--- config.mk ---
export PLATFORM = sky130hd
export DESIGN_NAME = ifm_window_fetch_flat
export DESIGN_NICKNAME = d
export VERILOG_FILES = /design/src/rtl/ifm_window_fetch_if.sv /design/src/rtl/ifm_window_fetch.sv /design/src/flat_wrapper.sv
export SDC_FILE = /design/constraint.sdc
export NUM_CORES = 1
export LEC_CHECK = 0
export ABC_AREA = 1
export CAP_MARGIN = 20
export CORE_ASPECT_RATIO = 1.4
export CORE_MARGIN = 2
export CORE_UTILIZATION = 49
export DETAILED_ROUTE_END_ITERATION = 12
export GPL_TIMING_DRIVEN = 0
export PLACE_DENSITY = 0.83
export SYNTH_ARGS = -nofsm -noshare
export SYNTH_HDL_FRONTEND = slang
export SYNTH_SLANG_ARGS = --single-unit
--- constraint.sdc ---
create_clock -name clk -period 6.9 [get_ports clk]
set_clock_uncertainty 0.15 [all_clocks]
set_input_delay 2.07 -clock clk [delete_from_list [all_inputs] [get_ports clk]]
set_output_delay 2.07 -clock clk [all_outputs]
set_load 0.005 [all_outputs]
--- src/rtl/ifm_window_fetch_if.sv ---
// ifm_window_fetch_if
// Groups the control, IFM read-port and pixel-stream signals of
// ifm_window_fetch.
//   master : the window fetch sequencer
//   slave  : the environment (controller, IFM memory array, conv unit)
// Control:  start, busy, done
// Memory:   ifm_enable_read_{A,B}_next, ifm_address_read_{A,B}_next, data_in_{A,B}
// Stream:   pix_out_{A,B}, pix_valid, pix_b_valid, pix_ready, window_last, map_last
interface ifm_window_fetch_if #(
  parameter int DATA_WIDTH       = 32,
  parameter int ADDRESS_SIZE_IFM = 10
);
  logic                        start;
  logic                        busy;
  logic                        done;
  logic                        ifm_enable_read_A_next;
  logic                        ifm_enable_read_B_next;
  logic [ADDRESS_SIZE_IFM-1:0] ifm_address_read_A_next;
  logic [ADDRESS_SIZE_IFM-1:0] ifm_address_read_B_next;
  logic [DATA_WIDTH-1:0]       data_in_A;
  logic [DATA_WIDTH-1:0]       data_in_B;
  logic [DATA_WIDTH-1:0]       pix_out_A;
  logic [DATA_WIDTH-1:0]       pix_out_B;
  logic                        pix_valid;
  logic                        pix_b_valid;
  logic                        pix_ready;
  logic                        window_last;
  logic                        map_last;

  modport master (
    input  start, data_in_A, data_in_B, pix_ready,
    output busy, done,
           ifm_enable_read_A_next, ifm_enable_read_B_next,
           ifm_address_read_A_next, ifm_address_read_B_next,
           pix_out_A, pix_out_B, pix_valid, pix_b_valid,
           window_last, map_last
  );

  modport slave (
    output start, data_in_A, data_in_B, pix_ready,
    input  busy, done,
           ifm_enable_read_A_next, ifm_enable_read_B_next,
           ifm_address_read_A_next, ifm_address_read_B_next,
           pix_out_A, pix_out_B, pix_valid, pix_b_valid,
           window_last, map_last
  );
endinterface

--- src/rtl/ifm_window_fetch.sv ---
// ifm_window_fetch
// Sweeps a stride-1 KxK window over one IFM plane and streams the window
// pixels two per cycle (even element on lane A, odd element on lane B).
// Reads go out on both memory ports; the 1-cycle read latency is absorbed by
// a 2-entry first-word-fall-through skid FIFO driven by a credit check, so
// backpressure on pix_ready never drops or repeats a pair.
// Ports:
//   clk   : rising-edge clock
//   reset : asynchronous, active-high
//   bus   : ifm_window_fetch_if.master (control, memory read ports, stream)
// Build option:
//   WINDOW_FETCH_ZERO_PAD_EN : 1-pixel zero padding (OFM = IFM_SIZE);
//   out-of-bounds lanes keep their read enable low and deliver zero.
//
// state | meaning
// IDLE  | counters cleared, waiting for start
// FETCH | issuing one read pair per cycle while credit allows
// DRAIN | all pairs issued, waiting for FIFO empty and nothing in flight
// DONE  | one-cycle done pulse
module ifm_window_fetch #(
  parameter int DATA_WIDTH       = 32,
  parameter int IFM_SIZE         = 32,
  parameter int KERNEL_SIZE      = 3,
  parameter int ADDRESS_SIZE_IFM = $clog2(IFM_SIZE*IFM_SIZE)
) (
  input logic                clk,
  input logic                reset,
  ifm_window_fetch_if.master bus
);

`ifdef WINDOW_FETCH_ZERO_PAD_EN
  localparam int PAD = 1;
`else
  localparam int PAD = 0;
`endif
  localparam int OFM   = IFM_SIZE - KERNEL_SIZE + 1 + 2*PAD;
  localparam int K2    = KERNEL_SIZE * KERNEL_SIZE;
  localparam int PAIRS = (K2 + 1) / 2;
  localparam int CW    = $clog2(IFM_SIZE + KERNEL_SIZE + 1);
  localparam int PW    = (PAIRS > 1) ? $clog2(PAIRS) : 1;
  localparam int AW    = ADDRESS_SIZE_IFM;

  localparam logic [CW-1:0] K_LAST    = CW'(KERNEL_SIZE - 1);
  localparam logic [CW-1:0] O_LAST    = CW'(OFM - 1);
  localparam logic [PW-1:0] P_LAST    = PW'(PAIRS - 1);
  localparam logic [AW-1:0] IFM_A     = AW'(IFM_SIZE);
  localparam logic          LAST_HALF = ((K2 % 2) == 1);
`ifdef WINDOW_FETCH_ZERO_PAD_EN
  localparam logic [CW-1:0] IFM_C     = CW'(IFM_SIZE);
`endif

  localparam logic [1:0] S_IDLE  = 2'd0;
  localparam logic [1:0] S_FETCH = 2'd1;
  localparam logic [1:0] S_DRAIN = 2'd2;
  localparam logic [1:0] S_DONE  = 2'd3;

  typedef struct packed {
    logic [DATA_WIDTH-1:0] a;
    logic [DATA_WIDTH-1:0] b;
    logic                  bv;
    logic                  wl;
    logic                  ml;
  } entry_t;

  logic [1:0]    state_q;
  logic [CW-1:0] row_q, col_q, kr_q, kc_q;
  logic [PW-1:0] pair_q;
  logic          inflight_q, en_a_q, en_b_q, bv_q, wl_q, ml_q;
  entry_t        ent0_q, ent1_q, new_ent;
  logic [1:0]    count_q;

  logic [CW-1:0] kr_b, kc_b, kr_n, kc_n;
  logic          win_last, b_real, map_last_c, pop, push, issue;
  logic [2:0]    occ;
  logic [AW:0]   elem_a, elem_b;
  logic          en_a, en_b;

  // {in_bounds, address} of element (r+kr, c+kc), shifted by the pad offset
  function automatic logic [AW:0] elem(input logic [CW-1:0] r, input logic [CW-1:0] kr,
                                       input logic [CW-1:0] c, input logic [CW-1:0] kc);
    logic [CW-1:0] ys, xs;
    logic          inb;
    ys = r + kr;
    xs = c + kc;
`ifdef WINDOW_FETCH_ZERO_PAD_EN
    inb = (ys != '0) && (ys <= IFM_C) && (xs != '0) && (xs <= IFM_C);
    ys  = ys - 1'b1;
    xs  = xs - 1'b1;
`else
    inb = 1'b1;
`endif
    return {inb, AW'(ys) * IFM_A + AW'(xs)};
  endfunction

  always_comb begin
    // lane B element follows lane A in row-major order; next pair follows B
    kr_b = kr_q;
    kc_b = kc_q + 1'b1;
    if (kc_q == K_LAST) begin
      kr_b = kr_q + 1'b1;
      kc_b = '0;
    end
    kr_n = kr_b;
    kc_n = kc_b + 1'b1;
    if (kc_b == K_LAST) begin
      kr_n = kr_b + 1'b1;
      kc_n = '0;
    end
  end

  assign win_last   = (pair_q == P_LAST);
  assign b_real     = !(LAST_HALF && win_last);
  assign map_last_c = win_last && (row_q == O_LAST) && (col_q == O_LAST);

  assign pop   = (count_q != 2'd0) && bus.pix_ready;
  assign push  = inflight_q;
  assign occ   = {1'b0, count_q} + {2'b0, inflight_q};
  // issue only if the returning pair is guaranteed a FIFO slot
  assign issue = (state_q == S_FETCH) && ((occ - {2'b0, pop}) < 3'd2);

  assign elem_a = elem(row_q, kr_q, col_q, kc_q);
  assign elem_b = elem(row_q, kr_b, col_q, kc_b);
  assign en_a   = issue && elem_a[AW];
  assign en_b   = issue && b_real && elem_b[AW];

  // disabled ports present address 0 so the memory can OR the two ports
  assign bus.ifm_enable_read_A_next  = en_a;
  assign bus.ifm_enable_read_B_next  = en_b;
  assign bus.ifm_address_read_A_next = en_a ? elem_a[AW-1:0] : '0;
  assign bus.ifm_address_read_B_next = en_b ? elem_b[AW-1:0] : '0;

  always_ff @(posedge clk or posedge reset) begin
    if (reset) begin
      state_q <= S_IDLE;
      row_q   <= '0;
      col_q   <= '0;
      kr_q    <= '0;
      kc_q    <= '0;
      pair_q  <= '0;
    end else begin
      case (state_q)
        S_IDLE: begin
          row_q  <= '0;
          col_q  <= '0;
          kr_q   <= '0;
          kc_q   <= '0;
          pair_q <= '0;
          if (bus.start) state_q <= S_FETCH;
        end
        S_FETCH: begin
          if (issue) begin
            if (map_last_c) state_q <= S_DRAIN;
            if (win_last) begin
              pair_q <= '0;
              kr_q   <= '0;
              kc_q   <= '0;
              if (col_q == O_LAST) begin
                col_q <= '0;
                row_q <= row_q + 1'b1;
              end else begin
                col_q <= col_q + 1'b1;
              end
            end else begin
              pair_q <= pair_q + 1'b1;
              kr_q   <= kr_n;
              kc_q   <= kc_n;
            end
          end
        end
        S_DRAIN: begin
          if (!inflight_q && ((count_q == 2'd0) || ((count_q == 2'd1) && pop)))
            state_q <= S_DONE;
        end
        S_DONE:  state_q <= S_IDLE;
        default: state_q <= S_IDLE;
      endcase
    end
  end

  // sideband travels with the request and meets its data one cycle later
  always_ff @(posedge clk or posedge reset) begin
    if (reset) begin
      inflight_q <= 1'b0;
      en_a_q     <= 1'b0;
      en_b_q     <= 1'b0;
      bv_q       <= 1'b0;
      wl_q       <= 1'b0;
      ml_q       <= 1'b0;
    end else begin
      inflight_q <= issue;
      en_a_q     <= en_a;
      en_b_q     <= en_b;
      bv_q       <= b_real;
      wl_q       <= win_last;
      ml_q       <= map_last_c;
    end
  end

  // lanes that were not read (padding, odd tail) capture zero
  always_comb begin
    new_ent    = '0;
    new_ent.a  = en_a_q ? bus.data_in_A : '0;
    new_ent.b  = en_b_q ? bus.data_in_B : '0;
    new_ent.bv = bv_q;
    new_ent.wl = wl_q;
    new_ent.ml = ml_q;
  end

  always_ff @(posedge clk or posedge reset) begin
    if (reset) begin
      ent0_q  <= '0;
      ent1_q  <= '0;
      count_q <= 2'd0;
    end else begin
      case ({push, pop})
        2'b10: begin
          if (count_q == 2'd0) ent0_q <= new_ent;
          else                 ent1_q <= new_ent;
          count_q <= count_q + 2'd1;
        end
        2'b01: begin
          ent0_q  <= ent1_q;
          count_q <= count_q - 2'd1;
        end
        2'b11: begin
          if (count_q == 2'd1) begin
            ent0_q <= new_ent;
          end else begin
            ent0_q <= ent1_q;
            ent1_q <= new_ent;
          end
        end
        default: ;
      endcase
    end
  end

  assign bus.pix_valid   = (count_q != 2'd0);
  assign bus.pix_out_A   = ent0_q.a;
  assign bus.pix_out_B   = ent0_q.b;
  assign bus.pix_b_valid = bus.pix_valid && ent0_q.bv;
  assign bus.window_last = bus.pix_valid && ent0_q.wl;
  assign bus.map_last    = bus.pix_valid && ent0_q.ml;
  assign bus.busy        = (state_q == S_FETCH) || (state_q == S_DRAIN);
  assign bus.done        = (state_q == S_DONE);

endmodule

--- src/flat_wrapper.sv ---
// flat-port wrapper written by rule: the top's interface ports become plain ports
module ifm_window_fetch_flat 
#(
  parameter int DATA_WIDTH       = 32,
  parameter int IFM_SIZE         = 32,
  parameter int KERNEL_SIZE      = 3,
  parameter int ADDRESS_SIZE_IFM = $clog2(IFM_SIZE*IFM_SIZE)
)
  (clk, reset, bus_start, bus_data_in_A, bus_data_in_B, bus_pix_ready, bus_busy, bus_done, bus_ifm_enable_read_A_next, bus_ifm_enable_read_B_next, bus_ifm_address_read_A_next, bus_ifm_address_read_B_next, bus_pix_out_A, bus_pix_out_B, bus_pix_valid, bus_pix_b_valid, bus_window_last, bus_map_last);
  ifm_window_fetch_if #(.DATA_WIDTH(DATA_WIDTH), .ADDRESS_SIZE_IFM(ADDRESS_SIZE_IFM)) bus_i ();
  input logic clk;
  input logic reset;
  input wire logic [$bits(bus_i.start)-1:0] bus_start;
  input wire logic [$bits(bus_i.data_in_A)-1:0] bus_data_in_A;
  input wire logic [$bits(bus_i.data_in_B)-1:0] bus_data_in_B;
  input wire logic [$bits(bus_i.pix_ready)-1:0] bus_pix_ready;
  output wire logic [$bits(bus_i.busy)-1:0] bus_busy;
  output wire logic [$bits(bus_i.done)-1:0] bus_done;
  output wire logic [$bits(bus_i.ifm_enable_read_A_next)-1:0] bus_ifm_enable_read_A_next;
  output wire logic [$bits(bus_i.ifm_enable_read_B_next)-1:0] bus_ifm_enable_read_B_next;
  output wire logic [$bits(bus_i.ifm_address_read_A_next)-1:0] bus_ifm_address_read_A_next;
  output wire logic [$bits(bus_i.ifm_address_read_B_next)-1:0] bus_ifm_address_read_B_next;
  output wire logic [$bits(bus_i.pix_out_A)-1:0] bus_pix_out_A;
  output wire logic [$bits(bus_i.pix_out_B)-1:0] bus_pix_out_B;
  output wire logic [$bits(bus_i.pix_valid)-1:0] bus_pix_valid;
  output wire logic [$bits(bus_i.pix_b_valid)-1:0] bus_pix_b_valid;
  output wire logic [$bits(bus_i.window_last)-1:0] bus_window_last;
  output wire logic [$bits(bus_i.map_last)-1:0] bus_map_last;
  assign bus_i.start = bus_start;
  assign bus_i.data_in_A = bus_data_in_A;
  assign bus_i.data_in_B = bus_data_in_B;
  assign bus_i.pix_ready = bus_pix_ready;
  assign bus_busy = bus_i.busy;
  assign bus_done = bus_i.done;
  assign bus_ifm_enable_read_A_next = bus_i.ifm_enable_read_A_next;
  assign bus_ifm_enable_read_B_next = bus_i.ifm_enable_read_B_next;
  assign bus_ifm_address_read_A_next = bus_i.ifm_address_read_A_next;
  assign bus_ifm_address_read_B_next = bus_i.ifm_address_read_B_next;
  assign bus_pix_out_A = bus_i.pix_out_A;
  assign bus_pix_out_B = bus_i.pix_out_B;
  assign bus_pix_valid = bus_i.pix_valid;
  assign bus_pix_b_valid = bus_i.pix_b_valid;
  assign bus_window_last = bus_i.window_last;
  assign bus_map_last = bus_i.map_last;
  ifm_window_fetch #(.DATA_WIDTH(DATA_WIDTH), .IFM_SIZE(IFM_SIZE), .KERNEL_SIZE(KERNEL_SIZE), .ADDRESS_SIZE_IFM(ADDRESS_SIZE_IFM)) u_core (.clk(clk), .reset(reset), .bus(bus_i));
endmodule
==> results of run 1 <==
-- metal layers --
metal / GRT usage, % / up-vias
li1: - / 3953
met1: 28.4 / 3967
met2: 43.4 / 247
met3: 3.15 / 57
met4: 10.3 / 0
met5: 0 / -
-- registers in the layout, indices dropped and copies added, names as in the netlist, 2 cells and up --
register              flops
u_core.row_q              6
u_core.kc_q               6
u_core.state_q            2
u_core.pair_q             3
u_core.ent1_q            67
u_core.bus.pix_out_A     32
u_core.kr_q               5
u_core.col_q              6
u_core.bus.pix_out_B     32
u_core.count_q            2
u_core.ent0_q             3
-- layout by cell type, fill, tap and decap left out, types with 2 or more instances in the layout --
master / netlist / layout
xor2_1: 13 / 13
dlygate4sd2_1: 0 / 13
o21ai_0: 90 / 90
nand2_1: 239 / 239
clkdlybuf4s50_1: 0 / 144
buf_6: 3 / 3
nor2_2: 4 / 5
nor3_1: 8 / 7
inv_6: 0 / 5
bufinv_16: 0 / 4
nand4_1: 10 / 10
o22ai_1: 69 / 69
nand2_2: 3 / 3
dlymetal6s2s_1: 0 / 2
mux2_2: 64 / 64
o21ai_1: 7 / 7
clkbuf_1: 14 / 14
buf_4: 66 / 79
nor2_4: 2 / 6
buf_1: 3 / 3
clkinvlp_4: 0 / 4
nand3_2: 2 / 2
a21oi_1: 21 / 21
o31ai_1: 3 / 3
dfrtp_1: 169 / 169
buf_2: 24 / 23
nand3_1: 34 / 34
inv_2: 5 / 7
nor2_1: 48 / 43
fa_1: 4 / 3
xnor2_1: 6 / 6
inv_8: 0 / 2
o211ai_1: 2 / 2
ha_1: 42 / 41
clkbuf_16: 0 / 17
inv_1: 143 / 139
or2_2: 2 / 2
-- cell families (layout without fill, tap and decap cells) --
group                      after synthesis  count (layout)  synth area share, %
AOI/OAI and AO/OA                      199             199                 11.6
and+or+nand+nor                        357             357                 15.7
DFF                                    169             169                 43.9
xor gates and xnor gates                19              19                 1.73
muxes                                   65              65                 7.58
buffers and inverters                  259             463                 13.2
adders and majority gates               46              46                 6.28
-- area by class of cell --
type                    count  area, sq um  area share, %
plain buffers             110          723           5.85
inverters                 149          571           4.62
well taps                 248          310           2.51
clock inverters            14          206           1.67
clock buffers              17          425           3.44
repair buffers            173         1710           13.8
flip-flops and latches    169         4230           34.2
multi-input cells         686         4190           33.9
-- stage by stage --
stage / util [%] / TNS (ns) / hold slack, ns / cells
final: 64.1 / 0 / 0.337 / 1566
after floorplan: - / 0 / 0.303 / 1114
after detailed placement: 60.0 / -10.03 / 0.324 / 1522
after global placement: 59.8 / -374.39 / 0.316 / 1521
after global routing: 64.1 / -0.0514 / 0.365 / 1566
after CTS: 63.9 / 0 / 0.341 / 1563
-- worst min-delay path, delay by kind of cell, from the launching register on --
kind,cells,cell delay [ns]
compound gates,1,0.06
flops,1,0.34
simple gates,1,0.05
-- repair_timing --
item | 4_1_cts | 5_1_grt
setup endpoints to repair | 22 | 9
resized for setup | 28 | 5
buffers inserted | 10 | 3
pin swaps | 3 | 3
-- power breakdown --
| group | internal (mW) | total [mW] | switching, mW | leakage (nW) |
|---|---|---|---|---|
| logic | 1.52 | 3.32 | 1.80 | 3.52 |
| registers | 1.36 | 1.62 | 0.263 | 2.22 |
| clock network | 0.613 | 1.03 | 0.413 | 0.299 |
| total | 3.49 | 5.97 | 2.47 | 6.04 |
-- worst paths after layout --
check / startpoint / to / slack [ns]
max in group asynchronous: reset / u_core.ent1_q[65]$_DFFE_PP0P_ / 3.81
worst min-delay path: u_core.ent1_q[12]$_DFFE_PP0P_ / u_core.ent1_q[12]$_DFFE_PP0P_ / 0.34
worst max-delay path: bus_pix_ready / bus_ifm_enable_read_A_next / 0.09
worst min register to register: u_core.ent1_q[12]$_DFFE_PP0P_ / u_core.ent1_q[12]$_DFFE_PP0P_ / 0.34
min in group asynchronous: reset / u_core.kc_q[2]$_DFFE_PP0P_ / 1.93
worst max register to register: u_core.count_q[1]$_DFFE_PP0N_ / u_core.ent1_q[15]$_DFFE_PP0P_ / 3.60
==> flow_metrics.tcl, run 1 <==
set metrics [dict create \
    outcome "complete, no violations" \
    wl_met1_mm 9.66 \
    synth_top_cell_by_area "dfrtp_1" \
    drc 0 \
    cts_tree "built" \
    top_layer_used "met4" \
    synth_top_area_share_pct 43.9 \
    p_leak_nw 6.04 \
    synthTopCellsByArea "dfrtp_1 (44%), nand2_1 (9.3%), mux2_2 (7.5%), inv_1 (5.6%), ha_1 (5.5%)" \
    slew_headroom_pct 43.5 \
    worst_setup_path_end_kind "primary output" \
    ant_nets 0 \
    synth_common_cells "nand2_1 (239), dfrtp_1 (169), inv_1 (143)" \
    power_density_nw_per_um2 483 \
    rsz0062_at_grt "yes" \
    die_area_sq_um 20800 \
    cap_violations 0 \
    finalCritPeriodShare_pct 98.7 \
    first_pass_iters 7 \
    crit_path_start_kind "input pin" \
    core_area_sq_um 19300 \
    placed_area_sq_um 11600 \
    total_power_mw 5.97 \
    drt_iter0_markers 704 \
    antenna_found_initial 0 \
    chipWidth_microns 123 \
    fin_crit_ns 6.81 \
    cp_num_cells 12 \
    hold_buffers 0 \
    dieHeight_microns 170 \
    synthArstFlopShare_pct 100 \
    clock_latency_ns 0.42 \
    place_hpwl_mm 17.5 \
    grt_start_max_net_pins 101 \
    cp.arrival_ns 4.59 \
    ir_drop_mv 0.448 \
    cts-root-buf "clkbuf_16" \
    initial_core_util_pct 50.0 \
    synth_edf_count 0 \
    portBuffers 159 \
    avgSynthCellArea_sq_um 8.65 \
    hold_viol 0 \
    grt_pass1_wl_mm 39.7 \
    wl_per_cell_microns 15.6 \
    crit_chain "clkdlybuf4s50_1 -> inv_2 -> nor2_4 -> ha_4 -> nor2_4 -> fa_2 -> inv_2 -> nand3_4 -> clkinvlp_4 -> buf_4 -> buf_4 -> clkdlybuf4s50_1" \
    syn2layout_area_growth_pct 28.2 \
    gp_congestion 0.890 \
    layout-drive-gt1-share_pct 18.1 \
    yosys_register_bits 169 \
    synth_nets 1228 \
    place_ws_ns -0.797 \
    max_freq_mhz 147 \
    critPathMaxFanout 4 \
    fin_area_sq_um 12400 \
    totalWireLength_mm 24.5 \
    via_per_inst 5.25 \
    yosysSeqAreaShare_pct 43.9 \
    ys_types 43 \
    syn_inst 1114 \
    finalNetCount 1420 \
    cp_top_family "buffers and inverters" \
    nFillCells 1513 \
    max-clock-path-buffers 2 \
    fp-row-count 60 \
    maxSlewViolCount 0 \
    min_path_cells 2 \
    cts_made_buffers 17 \
    cts.sinks 169 \
    synth.most_common_cell "nand2_1" \
    yosys_warnings 0 \
    synth_ff_type "dfrtp_1" \
    diodes 0 \
    worst_pin_slew_ns 0.843 \
    critical_path_class "input pin to primary output" \
    dr_wl_met2_mm 12.9 \
    grt_overflow_total 0 \
    wl_met3_mm 1.11 \
    syn_area_sq_um 9640 \
    crit_required_ns 4.68 \
    min_path_type "register to register" \
    worst_slack_ns 0.0907 \
    pin_count 160 \
    setup_violations 0 \
    grtUsageTotal_pct 24.1 \
    cts_max_level 4 \
    grt_pass1_vias 8323 \
    slowest_delay_ns 0.49 \
    critPathBufInv 7 \
    reg2reg_depth 11 \
    critPathSlowestCell "clkdlybuf4s50_1" \
    cts.reportedPaths.clkPinSlew_ns 0.06 \
    vias 8224 \
]
No activity file was read; power rests on OpenSTA's default activity.
==> run 2, diff against run 1 <==
GPL_ROUTABILITY_DRIVEN = 0   (was default)
HOLD_SLACK_MARGIN = 0.05   (was default)
==> flow_metrics.tcl, run 2 (synthesized netlist as in run 1, its figures left out) <==
set metrics [dict create \
    outcome "complete, no violations" \
    hold_viol 0 \
    min_path_type "register to register" \
    cts_made_buffers 17 \
    final_util_pct 64.0 \
    wl_per_cell_microns 15.5 \
    ir_drop_mv 0.511 \
    critPathMaxFanout 4 \
    cts.sinks 169 \
    cts-root-buf "clkbuf_16" \
    cts_max_level 4 \
    worst_pin_slew_ns 0.686 \
    maxSlewViolCount 0 \
    cts.reportedPaths.clkPinSlew_ns 0.07 \
    critical_path_class "input pin to primary output" \
    via_per_inst 5.24 \
    fin_crit_ns 6.83 \
    setup_violations 0 \
    slew_headroom_pct 54.1 \
    diodes 0 \
    antenna_found_initial 0 \
    grt_pass1_wl_mm 39.1 \
    final_common_cell "nand2_1" \
    p_sw_mw 2.51 \
    power_frac_comb_pct 56.9 \
    layout_common_cells "nand2_1 (239), dfrtp_1 (169), clkdlybuf4s50_1 (143)" \
    first_pass_iters 5 \
    cp.arrival_ns 4.61 \
    max_freq_mhz 146 \
    crit_path_start_kind "input pin" \
    cts_tree "built" \
    ant_nets 0 \
    top_register "u_core.ent1_q" \
    die_area_sq_um 20800 \
    grt_start_max_net_pins 90 \
    crit_required_ns 4.68 \
    grt_pass1_vias 8077 \
    clock_latency_ns 0.43 \
    worst_setup_path_end_kind "primary output" \
    drt_iter0_markers 627 \
    fin_hold_ws_ns 0.336 \
    core_area_sq_um 19300 \
    power_frac_clock_pct 15.8 \
    place_hpwl_mm 17.4 \
    power_density_nw_per_um2 479 \
    initial_core_util_pct 50.0 \
    finalCritPeriodShare_pct 99.0 \
    hold_buffers 0 \
    layout-drive-gt1-share_pct 18.7 \
    cap_violations 0 \
    power.internal_mw 3.41 \
    largest_reg_flops 67 \
    p_leak_nw 6.02 \
    grt_overflow_total 0 \
    p_sw_share_pct 42.4 \
    finalNetCount 1427 \
    grtUsageTotal_pct 23.5 \
    drc 0 \
    total_power_mw 5.92 \
    portBuffers 159 \
    pin_count 160 \
    chipWidth_microns 123 \
    fp-row-count 60 \
    dieHeight_microns 170 \
    syn2layout_area_growth_pct 28.0 \
    pwr-share-seq_pct 27.3 \
    max-clock-path-buffers 2 \
    vias 8255 \
    totalWireLength_mm 24.4 \
]
-- run 2: path summary, 6_finish.rpt --
kind,from,endpoint,slack [ns],cells past startpoint
max,bus_pix_ready,bus_ifm_address_read_A_next[2],0.07,11
min,u_core.ent1_q[30]$_DFFE_PP0P_,u_core.ent1_q[30]$_DFFE_PP0P_,0.34,2
max reg2reg,u_core.count_q[1]$_DFFE_PP0N_,u_core.ent1_q[0]$_DFFE_PP0P_,3.58,12
min in group asynchronous,reset,u_core.bus.pix_out_B[26]$_DFFE_PP0P_,1.97,2
max in group asynchronous,reset,u_core.ent1_q[47]$_DFFE_PP0P_,3.80,3
min reg2reg,u_core.ent1_q[30]$_DFFE_PP0P_,u_core.ent1_q[30]$_DFFE_PP0P_,0.34,2
-- run 2: layer usage --
metal / routed length (microns) / GRT usage, %
met2: 12600 / 42.5
met5: 0 / 0
met4: 768 / 8.85
met1: 9860 / 28.4
met3: 1150 / 2.78
-- run 2: cell type report --
class | count | area, sq um
inverters | 149 | 571
flip-flops and latches | 169 | 4230
plain buffers | 110 | 723
repair buffers | 180 | 1740
multi-input cells | 686 | 4190
fillers | 1518 | 6950
well taps | 248 | 310
clock inverters | 15 | 149
clock buffers | 17 | 425
-- run 2: power groups by stage --
stage	Clock (mW)	Sequential, mW	Combinational [mW]
floorplan	0	1.55	2.05
global placement	0	1.60	3.04
detailed placement	0	1.62	3.13
CTS	0.940	1.61	3.35
global route	0.984	1.66	3.73
finish	0.933	1.62	3.37
-- run 2: worst max-delay path, cell delays in order --
cell	delay (ns)
clkdlybuf4s50_1	0.47
inv_2	0.05
nor2_4	0.15
ha_4	0.24
nor2_4	0.11
fa_2	0.46
inv_2	0.09
nand3_4	0.11
buf_4	0.18
nor3_1	0.14
clkdlybuf4s50_1	0.53
-- run 2: repair_timing --
action / 4_1_cts / 5_1_grt
pin swaps: 5 / 5
resized for setup: 34 / 7
cloned: 0 / 0
buffers inserted: 17 / 3
endpoints found under the setup margin: 22 / 8
-- run 2: metrics by stage --
stage,TNS (ns),cell area [sq um],worst slack (ns),cells
final,0,12300,0.0702,1574
after global routing,-0.00698,12300,-0.00698,1574
after CTS,-0.0134,12300,-0.0134,1571
after detailed placement,-11.05,11600,-0.858,1522
after global placement,-377.22,11500,-2.19,1521
after floorplan,0,9640,0.105,1114
